$ cat src/rtl/sub32_serial.sv
// Bit-serial sign-magnitude subtractor: diff = num1 - num2.
// One magnitude bit per clock, LSB first, then a fix-up cycle for sign/borrow.
module sub32_serial #(
    parameter int BIT_DEPTH = 32
) (
    input  logic                 clk,
    input  logic                 nrst,
    input  logic                 start,
    input  logic [BIT_DEPTH-1:0] num1,
    input  logic [BIT_DEPTH-1:0] num2,
    output logic                 ready,
    output logic                 busy,
    output logic                 done,
    output logic [BIT_DEPTH-1:0] diff,
    output logic                 overflow
);

    localparam int M  = BIT_DEPTH - 1;
    localparam int CW = $clog2(BIT_DEPTH);

    typedef enum logic [1:0] {
        IDLE,
        CALC,
        FIX
    } state_t;

    state_t state, state_nx;

    logic [CW-1:0] cnt;
    logic [M-1:0]  a, b, r;
    logic          c;
    logic          op_sub;
    logic          sgn1;

    logic          s1n, s2n;
    logic          ai, bi, sum, cout, last;
    logic [M-1:0]  mag;
    logic          rsgn, rovf;

    // -0 operands are folded to +0 before the operation is chosen
    always_comb begin
        s1n  = num1[M] & (|num1[M-1:0]);
        s2n  = num2[M] & (|num2[M-1:0]);
        ai   = a[0];
        bi   = b[0];
        sum  = ai ^ bi ^ c;
        cout = op_sub ? ((~ai & bi) | (~ai & c) | (bi & c))
                      : ((ai & bi) | (ai & c) | (bi & c));
        last = (cnt == CW'(M - 1));
    end

    // a final borrow means |num2| > |num1|: negate and flip sign
    always_comb begin
        mag  = (op_sub && c) ? (-r) : r;
        rovf = ~op_sub & c;
        rsgn = op_sub ? (sgn1 ^ c) : sgn1;
        if (mag == '0 && !rovf) rsgn = 1'b0;
    end

    always_comb begin
        state_nx = state;
        unique case (state)
            IDLE:    if (start) state_nx = CALC;
            CALC:    if (last)  state_nx = FIX;
            FIX:     state_nx = IDLE;
            default: state_nx = IDLE;
        endcase
    end

    assign ready = (state == IDLE);
    assign busy  = (state != IDLE);

    always_ff @(posedge clk or negedge nrst) begin
        if (!nrst) state <= IDLE;
        else       state <= state_nx;
    end

    always_ff @(posedge clk or negedge nrst) begin
        if (!nrst) begin
            cnt      <= '0;
            a        <= '0;
            b        <= '0;
            r        <= '0;
            c        <= 1'b0;
            op_sub   <= 1'b0;
            sgn1     <= 1'b0;
            diff     <= '0;
            overflow <= 1'b0;
            done     <= 1'b0;
        end else begin
            done <= 1'b0;
            unique case (state)
                IDLE: begin
                    if (start) begin
                        a      <= num1[M-1:0];
                        b      <= num2[M-1:0];
                        r      <= '0;
                        cnt    <= '0;
                        c      <= 1'b0;
                        sgn1   <= s1n;
                        op_sub <= (s1n == s2n);
                    end
                end
                CALC: begin
                    a   <= a >> 1;
                    b   <= b >> 1;
                    r   <= {sum, r[M-1:1]};
                    c   <= cout;
                    cnt <= cnt + CW'(1);
                end
                FIX: begin
                    diff     <= {rsgn, mag};
                    overflow <= rovf;
                    done     <= 1'b1;
                end
                default: ;
            endcase
        end
    end

endmodule

$ cat config.mk
export PLATFORM = sky130hd
export DESIGN_NAME = sub32_serial
export DESIGN_NICKNAME = d
export VERILOG_FILES = /design/src/rtl/sub32_serial.sv
export SDC_FILE = /design/constraint.sdc
export NUM_CORES = 1
export LEC_CHECK = 0
export CELL_PAD_IN_SITES_DETAIL_PLACEMENT = 2
export CELL_PAD_IN_SITES_GLOBAL_PLACEMENT = 2
export CORE_ASPECT_RATIO = 0.8
export CORE_MARGIN = 5
export CORE_UTILIZATION = 24
export DETAILED_ROUTE_END_ITERATION = 12
export GPL_TIMING_DRIVEN = 0
export PLACE_DENSITY_LB_ADDON = 0.25
export SLEW_MARGIN = 20
export SYNTH_ARGS = -nofsm -noshare
export SYNTH_HDL_FRONTEND = slang
export SYNTH_SLANG_ARGS = --single-unit
export TNS_END_PERCENT = 30
$ cat constraint.sdc
create_clock -name clk -period 4.4 [get_ports clk]
set_input_delay 0.44 -clock clk [delete_from_list [all_inputs] [get_ports clk]]
set_output_delay 0.44 -clock clk [all_outputs]
set_load 0.03 [all_outputs]
==> results of run 1 <==
## where the power goes
group          internal, uW  leakage [uW]  switching, uW
registers              1630       0.00176            250
logic                   652       0.00150           1070
clock network           857      0.000278            614
## through the flow
stage	area (sq um)	hold slack (ns)	setup TNS, ns
2_1_floorplan	6650	0.144	0
3_3_place_gp	8120	0.459	-453.10
3_5_place_dp	8150	0.379	0
4_1_cts	8750	0.484	0
5_1_grt	8750	0.490	0
6_report	8750	0.477	0
## layout by cell type (no fill, tap or decap), types with 3 or more instances in the layout
cell / count
and2_1: 4
nand4_1: 10
nor2_1: 97
xor2_1: 12
inv_1: 8
nand2b_1: 6
o31ai_1: 4
o21ai_0: 82
buf_1: 4
o22ai_1: 36
inv_6: 4
nand2_1: 161
clkinvlp_4: 3
xnor2_1: 21
dfrtp_1: 137
nor3_1: 13
nor4_1: 20
clkbuf_1: 57
mux2i_1: 4
a21oi_1: 17
nand3_1: 9
clkdlybuf4s50_1: 101
ha_1: 5
clkbuf_16: 17
a22oi_1: 24
## sequential cells by signal, indices dropped and copies added (netlist names)
register  count
a            31
b            31
c             1
cnt           5
diff         32
done          1
op_sub        1
overflow      1
r            31
sgn1          1
state         2
## worst min path at each step
stage	from	end	slack [ns]	depth (start not counted)
after floorplan	nrst	a[0]	0.14	0
after global placement	a[17]	a[17]	0.46	2
after detailed placement	nrst	diff[14]	0.38	1
after CTS	a[10]	a[10]	0.48	2
after global routing	diff[7]	diff[7]	0.49	2
final	diff[8]	diff[8]	0.48	2
## cell type report
class	count	area, sq um
inverters	8	30.0
fillers	3091	18500
well taps	364	455
repair buffers	104	1060
clock inverters	12	140
clock buffers	20	447
flip-flops and latches	137	3430
plain buffers	62	243
multi-input cells	558	2940
## cell families after synthesis
family | count (synthesis)
adders and majority gates | 5
and+or+nand+nor | 337
buffers and inverters | 70
muxes | 4
DFF | 137
xor gates and xnor gates | 33
AOI/OAI and AO/OA | 179
## timing repair
item,CTS,global route
resized for setup,0,0
hold endpoints to repair,49,0
hold buffers,1,0
## per-layer routing
metal / wire length [um] / share of wire / track usage
met3: 702 / 0.031 / 0.0311
met2: 10700 / 0.47 / 0.237
met5: 0 / 0 / 0
met1: 11100 / 0.49 / 0.210
met4: 183 / 0.0081 / 0.0314
## worst max-delay path, stage by stage (launching register included)
cell      delay (ns)
dfrtp_1         0.32
clkbuf_1        0.44
and2_0          0.37
clkbuf_1        0.45
buf_1           0.59
nand2_1         0.12
o32ai_1         0.20
nand4_1         0.15
nor4_1          0.45
a21oi_1         0.14
==> flow_summary_export.csv, run 1 <==
group,metric,value,unit
global_route,grt_max_degree,89,
detailed_routing,vias,6021,
global_route,grt_remaining_overflow,0,
layout,drive_gt1_frac,0.0466,
die,pin_count,103,
power_and_ir_drop,p_leak,0.00354,uW
die,start_util,0.243,
logic_synthesis,netlist_top_cells_area,"dfrtp_1 (52%), nand2_1 (9.1%), o21ai_0 (6.2%)",
placement,pre_cts_ws,1.03,ns
logic_synthesis,synthArstFlopShare,1.00,
die,rows,54,
placement,hpwl,16600,um
logic_synthesis,synth_xor_area_frac,0.0435,
detailed_routing,wire_per_inst,17.9,um
clock_network,clockRootBuffer,"clkbuf_16",
global_route,grt_pass1_wl,37400,um
sta,worst_pin_slew,0.697,ns
die,die_area,0.0311,sq mm
global_route,grtUsageTotal,0.149,
power_and_ir_drop,power_density,581,mW/mm^2
setup_path,r2r_slack,1.02,ns
logic_synthesis,synth_warnings,0,
global_route,grt_pass1_vias,6717,
detailed_routing,first_pass_iters,4,
detailed_routing,viasPerCell,4.76,
die,dieWidth,196,um
logic_synthesis,syn_area,0.00665,sq mm
setup_path,rr_endpoint,"diff[31]",
setup_path,startpoint_type,"flop",
clock_network,cts_tree,"done",
setup_path,cp_max_fo,10,
sta,period_share,0.768,
placement,gp_congestion,0.725,
logic_synthesis,syn_inst,765,
sta,period_minus_slack,3.38,ns
setup_path,critPathKind,"reg2reg",
logic_synthesis,yosysSeqAreaShare,0.516,
sta,hold_viol_final,0,
outcome,outcome,"finished, final reports clean",
placement,dp.cells,1232,
logic_synthesis,avgSynthCellArea,8.69,sq um
power_and_ir_drop,fin_total_pwr,5080,uW
detailed_routing,routed_wl,22600,um
placement,placement.io_buffers,102,
clock_network,numCtsBuffers,17,
layout,final_core_util,0.321,
clock_network,cts.sinks,137,
setup_path,worstPathRequired,4.70,ns
logic_synthesis,netlist_top_cells_count,"nand2_1 (161), dfrtp_1 (137), nor2_1 (97)",
sta,setup_slack,1.02,ns
layout,n_antenna_cell,0,
setup_path,rr_startpoint,"c",
logic_synthesis,ys_seq_elements,137,
setup_path,end_kind,"flop",
logic_synthesis,synth_fa_ha_area_frac,0.00941,
logic_synthesis,synth-compound-area-share,0.160,
logic_synthesis,synth_cell_types,49,
layout,area_growth,31.7,%
setup_path,reg2reg_depth,9,
sta,max_freq,296,MHz
clock_network,cts_htree_levels,4,
setup_path,cp-endpoint,"diff[31]",
global_route,antenna_found_initial,0,
logic_synthesis,synth_edf_count,0,
job,cap_violations,0,
logic_synthesis,synth_most_common_cell,"nand2_1",
die,core_area,0.0273,sq mm
logic_synthesis,synth_largest_area_cell,"dfrtp_1",
sta,final.setup_skew,0.0106,ns
detailed_routing,drc,0,
clock_network,cts_buffer_depth,2,
logic_synthesis,yosys.area_share.simple,0.224,
logic_synthesis,syn_nets,837,
sta,finalSetupViolations,0,
clock_network,post_cts_buffers,0,
clock_network,path_clk_slew,0.06,ns
sta,slew_headroom,0.536,
detailed_routing,ant_nets,0,
logic_synthesis,synth_top_family_by_area,"simple AND/OR/NAND/NOR gates",
layout,stdcell_count,1265,
sta,rsz0062_at_grt,"false",
setup_path,startpoint,"c",
logic_synthesis,synthFlopType,"dfrtp_1",
logic_synthesis,synthMuxAreaShare,0.00603,
clock_network,clock_latency,0.44,ns
worst_hold_path,min_path_type,"reg2reg",
logic_synthesis,yosysTopAreaCellShare,0.516,
power_and_ir_drop,vdd_ir_drop_max,0.000316,V
detailed_routing,drt_iter0_drc,199,
die,die_h,159,um
setup_path,worst-endpoint-arrival,3.67,ns
layout,layout.nets,960,
sta,final_max_slew_viol_count,0,
(Power assumes the default switching activity.)
==> run 2: changes to the inputs <==
==> constraint.sdc (replaced) <==
create_clock -name clk -period 2.8 [get_ports clk]
set_input_delay 0.28 -clock clk [delete_from_list [all_inputs] [get_ports clk]]
set_output_delay 0.28 -clock clk [all_outputs]
set_load 0.03 [all_outputs]
==> flow_summary_export.csv, run 2 (synthesized netlist as in run 1, its figures left out) <==
group,metric,value,unit
sta,final.setup_skew,0.0109,ns
die,dieWidth,196,um
global_route,grt_max_degree,89,
clock_network,path_clk_slew,0.06,ns
sta,finalSetupViolations,0,
detailed_routing,vias,6065,
die,pin_count,103,
sta,period_minus_slack,2.67,ns
global_route,grtUsageTotal,0.150,
layout,mostFrequentLayoutCell,"nand2_1",
die,start_util,0.243,
job,cap_violations,0,
layout,layout.nets,970,
detailed_routing,wire_per_inst,18.0,um
layout,most-common-layout-cells,"nand2_1 (160), dfrtp_1 (136), clkdlybuf4s50_1 (101)",
die,die_h,159,um
sta,hold_viol_final,0,
power_and_ir_drop,vdd_ir_drop_max,0.000489,V
setup_path,worstPathRequired,3.11,ns
sta,tns,0,ns
power_and_ir_drop,comb_power_share,0.349,
global_route,grt_remaining_overflow,0,
layout,drive_gt1_frac,0.0834,
global_route,grt_pass1_vias,6730,
power_and_ir_drop,p_leak,0.00367,uW
sta,worst_pin_slew,0.674,ns
power_and_ir_drop,pwr-share-seq,0.367,
placement,gp_congestion,0.725,
setup_path,startpoint_type,"flop",
layout,n_antenna_cell,0,
clock_network,cts_htree_levels,4,
detailed_routing,first_pass_iters,4,
die,core_area,0.0273,sq mm
setup_path,worst-endpoint-arrival,2.98,ns
layout,seq_area,0.00343,sq mm
detailed_routing,drt_iter0_drc,197,
clock_network,cts_tree,"done",
power_and_ir_drop,switchingPower,3120,uW
detailed_routing,drc,0,
layout,postLayoutCellArea,0.00899,sq mm
clock_network,cts_buffer_depth,2,
clock_network,numCtsBuffers,17,
layout,regMostFlops,"diff",
detailed_routing,routed_wl,22900,um
placement,place_area,0.00815,sq mm
setup_path,critPathKind,"reg2reg",
clock_network,cts.sinks,137,
placement,hpwl,16600,um
clock_network,clock_latency,0.43,ns
global_route,antenna_found_initial,0,
layout,area_growth,35.3,%
worst_hold_path,min_path_type,"in2async",
placement,placement.io_buffers,102,
layout,multi_input_area,0.00308,sq mm
outcome,outcome,"finished, final reports clean",
die,rows,54,
die,die_area,0.0311,sq mm
setup_path,end_kind,"flop",
sta,max_freq,375,MHz
setup_path,reg2reg_depth,10,
sta,final_max_slew_viol_count,0,
power_and_ir_drop,cell_internal_pwr,5030,uW
detailed_routing,ant_nets,0,
clock_network,clockRootBuffer,"clkbuf_16",
power_and_ir_drop,power_density,906,mW/mm^2
layout,fillers,3074,
power_and_ir_drop,switching_share,0.383,
detailed_routing,viasPerCell,4.76,
sta,slew_headroom,0.549,
sta,period_share,0.953,
power_and_ir_drop,pwr-share-clk,0.284,
setup_path,cp_max_fo,4,
global_route,grt_pass1_wl,37600,um
layout,largest_register_ffs,32,
run 2: cell types whose count changed in the layout (fill, tap and decap cells not counted), moves of 3 or more:
cell | previous run | this run
buf_4 | 0 | 12
clkbuf_1 | 57 | 53
nor4_1 | 20 | 17
nor4_4 | 0 | 4
run 2: final cells by class:
| cell class | instances | share of cell area |
|---|---|---|
| buffer | 59 | 0.0260 |
| clock buffer | 20 | 0.0497 |
| clock inverter | 12 | 0.0156 |
| inverter | 8 | 0.00334 |
| multi-input combinational | 558 | 0.343 |
| sequential | 137 | 0.381 |
| tap | 364 | 0.0506 |
| timing repair buffer | 117 | 0.131 |
run 2: stage by stage:
stage           util  cells  hold slack (ns)  power [uW]  setup slack [ns]
6_report       0.329   1275            0.359        8140             0.131
5_1_grt        0.329   1275            0.389        8740            -0.101
4_1_cts        0.326   1271            0.357        8230            0.0163
3_5_place_dp   0.299   1232            0.219        5770            -0.569
3_3_place_gp   0.298   1231            0.459        5640             -4.76
2_1_floorplan      -    765          -0.0156        4740             0.272
run 2: path summary, 6_finish.rpt:
path | start | slack (ns) | to
max in group asynchronous | nrst | 1.63 | b[25]
min in group clk | num1[30] | 0.46 | a[30]
max reg2reg | r[1] | 0.13 | diff[31]
max | r[1] | 0.13 | diff[31]
min reg2reg | diff[7] | 0.48 | diff[7]
min | nrst | 0.36 | diff[14]
run 2: power groups by stage:
stage	combinational, uW	sequential, uW	clock (uW)
after global placement	2660	2970	0
final	2840	2990	2310
after global routing	3200	3060	2480
after CTS	2850	3000	2380
after floorplan	1880	2860	0
after detailed placement	2770	2990	0
run 2: per-layer routing:
| layer | wire (um) | vias to the layer above | track usage |
|---|---|---|---|
| met2 | 10800 | 79 | 0.239 |
| met3 | 688 | 13 | 0.0311 |
| met4 | 172 | 0 | 0.0314 |
| met1 | 11200 | 3060 | 0.211 |
| met5 | 0 | - | 0 |
| li1 | - | 2913 | - |
run 2: timing repair:
item                                    CTS  global route
pin swaps                                 6             5
endpoints found under the setup margin    5             1
hold endpoints to repair                 49             0
gates resized for setup                  16            14
hold buffers                              1             0
buffers inserted                          8             5
run 2: worst max-delay path, cell delays in order, from the launching register on:
cell and delay, ns:
dfrtp_1 0.39, inv_2 0.09, ha_4 0.15, nor2b_4 0.18, nand3b_4 0.11, or4_4 0.47, or3b_4 0.39, a21oi_2 0.14
o2111ai_2 0.16, nor4_4 0.35, a21oi_1 0.11
==> run 3: changes to the inputs <==
--- a/config.mk
+++ b/config.mk
@@ -5,8 +5,8 @@
 export SDC_FILE = /design/constraint.sdc
 export NUM_CORES = 1
 export LEC_CHECK = 0
-export CELL_PAD_IN_SITES_DETAIL_PLACEMENT = 2
-export CELL_PAD_IN_SITES_GLOBAL_PLACEMENT = 2
+export CELL_PAD_IN_SITES_DETAIL_PLACEMENT = 1
+export CELL_PAD_IN_SITES_GLOBAL_PLACEMENT = 1
 export CORE_ASPECT_RATIO = 0.8
 export CORE_MARGIN = 5
 export CORE_UTILIZATION = 24
==> constraint.sdc (replaced) <==
create_clock -name clk -period 3.03 [get_ports clk]
set_input_delay 0.303 -clock clk [delete_from_list [all_inputs] [get_ports clk]]
set_output_delay 0.303 -clock clk [all_outputs]
set_load 0.03 [all_outputs]
==> flow_summary_export.csv, run 3 (synthesized netlist as in run 1, its figures left out) <==
group,metric,value,unit
power_and_ir_drop,switching_share,0.375,
setup_path,startpoint_type,"flop",
layout,mostFrequentLayoutCell,"nand2_1",
die,die_area,0.0311,sq mm
power_and_ir_drop,switchingPower,2750,uW
layout,stdcell_count,1265,
global_route,grt_remaining_overflow,0,
global_route,grt_pass1_vias,6221,
placement,placement.io_buffers,102,
power_and_ir_drop,vdd_ir_drop_max,0.000458,V
global_route,grt_pass1_wl,34500,um
die,dieWidth,196,um
clock_network,cts_tree,"done",
sta,period_minus_slack,2.85,ns
outcome,outcome,"finished, final reports clean",
setup_path,worst-endpoint-arrival,3.14,ns
power_and_ir_drop,pwr-share-seq,0.372,
sta,rsz0062_at_grt,"false",
power_and_ir_drop,fin_total_pwr,7320,uW
sta,worst_pin_slew,0.741,ns
detailed_routing,first_pass_iters,4,
clock_network,clockRootBuffer,"clkbuf_16",
sta,slew_headroom,0.506,
die,rows,54,
sta,max_freq,351,MHz
power_and_ir_drop,power_density,831,mW/mm^2
detailed_routing,drc,0,
global_route,grtUsageTotal,0.136,
placement,place_area,0.00815,sq mm
sta,finalSetupViolations,0,
placement,dp.cells,1232,
sta,final_max_slew_viol_count,0,
sta,tns,0,ns
layout,regMostFlops,"diff",
die,core_area,0.0273,sq mm
layout,area_growth,32.6,%
placement,gp_congestion,0.763,
die,start_util,0.243,
worst_hold_path,min_path_type,"in2async",
detailed_routing,wire_per_inst,16.6,um
setup_path,critPathKind,"reg2reg",
clock_network,path_clk_slew,0.07,ns
layout,n_antenna_cell,0,
setup_path,worstPathRequired,3.33,ns
sta,whs,0.378,ns
global_route,grt_max_degree,92,
layout,most-common-layout-cells,"nand2_1 (161), dfrtp_1 (136), clkdlybuf4s50_1 (101)",
clock_network,cts_htree_levels,4,
setup_path,cp_max_fo,8,
clock_network,numCtsBuffers,17,
die,die_h,159,um
power_and_ir_drop,pwr-share-clk,0.288,
layout,layout.nets,960,
layout,fillers,3222,
layout,postLayoutCellArea,0.00881,sq mm
clock_network,post_cts_buffers,0,
die,pin_count,103,
power_and_ir_drop,p_leak,0.00357,uW
detailed_routing,routed_wl,21000,um
placement,hpwl,15400,um
layout,drive_gt1_frac,0.0599,
sta,hold_viol_final,0,
clock_network,cts_buffer_depth,2,
setup_path,r2r_slack,0.18,ns
detailed_routing,viasPerCell,4.66,
power_and_ir_drop,comb_power_share,0.340,
clock_network,clock_latency,0.43,ns
detailed_routing,drt_iter0_drc,217,
sta,period_share,0.939,
layout,largest_register_ffs,32,
job,cap_violations,0,
detailed_routing,ant_nets,0,
global_route,antenna_found_initial,0,
power_and_ir_drop,cell_internal_pwr,4570,uW
detailed_routing,vias,5897,
clock_network,cts.sinks,137,
sta,final.setup_skew,0.0141,ns
setup_path,end_kind,"flop",
## run 3: changes by cell type in the layout (fill, tap and decap cells not counted), sizes merged
| cell | change |
|---|---|
| clkinvlp | -2 |
| inv | -1 |
| clkinv | +3 |
| buf | -13 |
| clkbuf | +3 |
## run 3: per-stage QoR
| step | worst slack (ns) | utilization |
|---|---|---|
| 2_1_floorplan | 0.502 | - |
| 5_1_grt | 0.0121 | 0.323 |
| 4_1_cts | 0.0256 | 0.321 |
| 6_report | 0.185 | 0.323 |
| 3_3_place_gp | -4.47 | 0.298 |
| 3_5_place_dp | -0.0973 | 0.299 |
## run 3: metal layers
metal	global-route usage	wire length, um
met1	0.195	10700
met5	0	0
met2	0.214	9570
met3	0.0290	623
met4	0.0270	148
## run 3: power groups by stage
stage | sequential [uW] | clock (uW) | combinational (uW)
after floorplan | 2640 | 0 | 1740
after global placement | 2740 | 0 | 2430
after detailed placement | 2750 | 0 | 2490
after CTS | 2730 | 2170 | 2510
after global routing | 2800 | 2250 | 2820
final | 2730 | 2110 | 2490
## run 3: worst paths after layout
kind	depth (start not counted)	start	end
worst max register to register	10	r[0]	diff[31]
worst min register to register	2	diff[13]	diff[13]
max in group asynchronous	3	nrst	r[0]
worst min-delay path	2	nrst	diff[17]
min in group clk	2	diff[13]	diff[13]
worst max-delay path	10	r[0]	diff[31]
## run 3: area by class of cell
cell class	count	area (sq um)	area share
sequential	137	3430	0.389
timing repair buffer	104	1060	0.121
inverter	8	30.0	0.00341
buffer	62	245	0.0278
clock inverter	12	139	0.0158
tap	364	455	0.0517
multi-input combinational	558	3000	0.341
clock buffer	20	447	0.0507
## run 3: worst max-delay path, cell delays in order (launching register included)
cell and delay (ns):
dfrtp_2 0.44, inv_1 0.09, ha_2 0.21, nor2b_4 0.21, nand3b_4 0.18, or4_4 0.48
or3b_1 0.36, a21oi_1 0.14, o2111ai_1 0.15, nor4_2 0.33, a21oi_1 0.12
## run 3: what timing repair did
item | in CTS | in global routing
gates resized for setup | 4 | 12
setup endpoints to repair | 1 | 1
pin swaps | 0 | 1
endpoints found under the hold margin | 46 | 0
hold buffers | 1 | 0
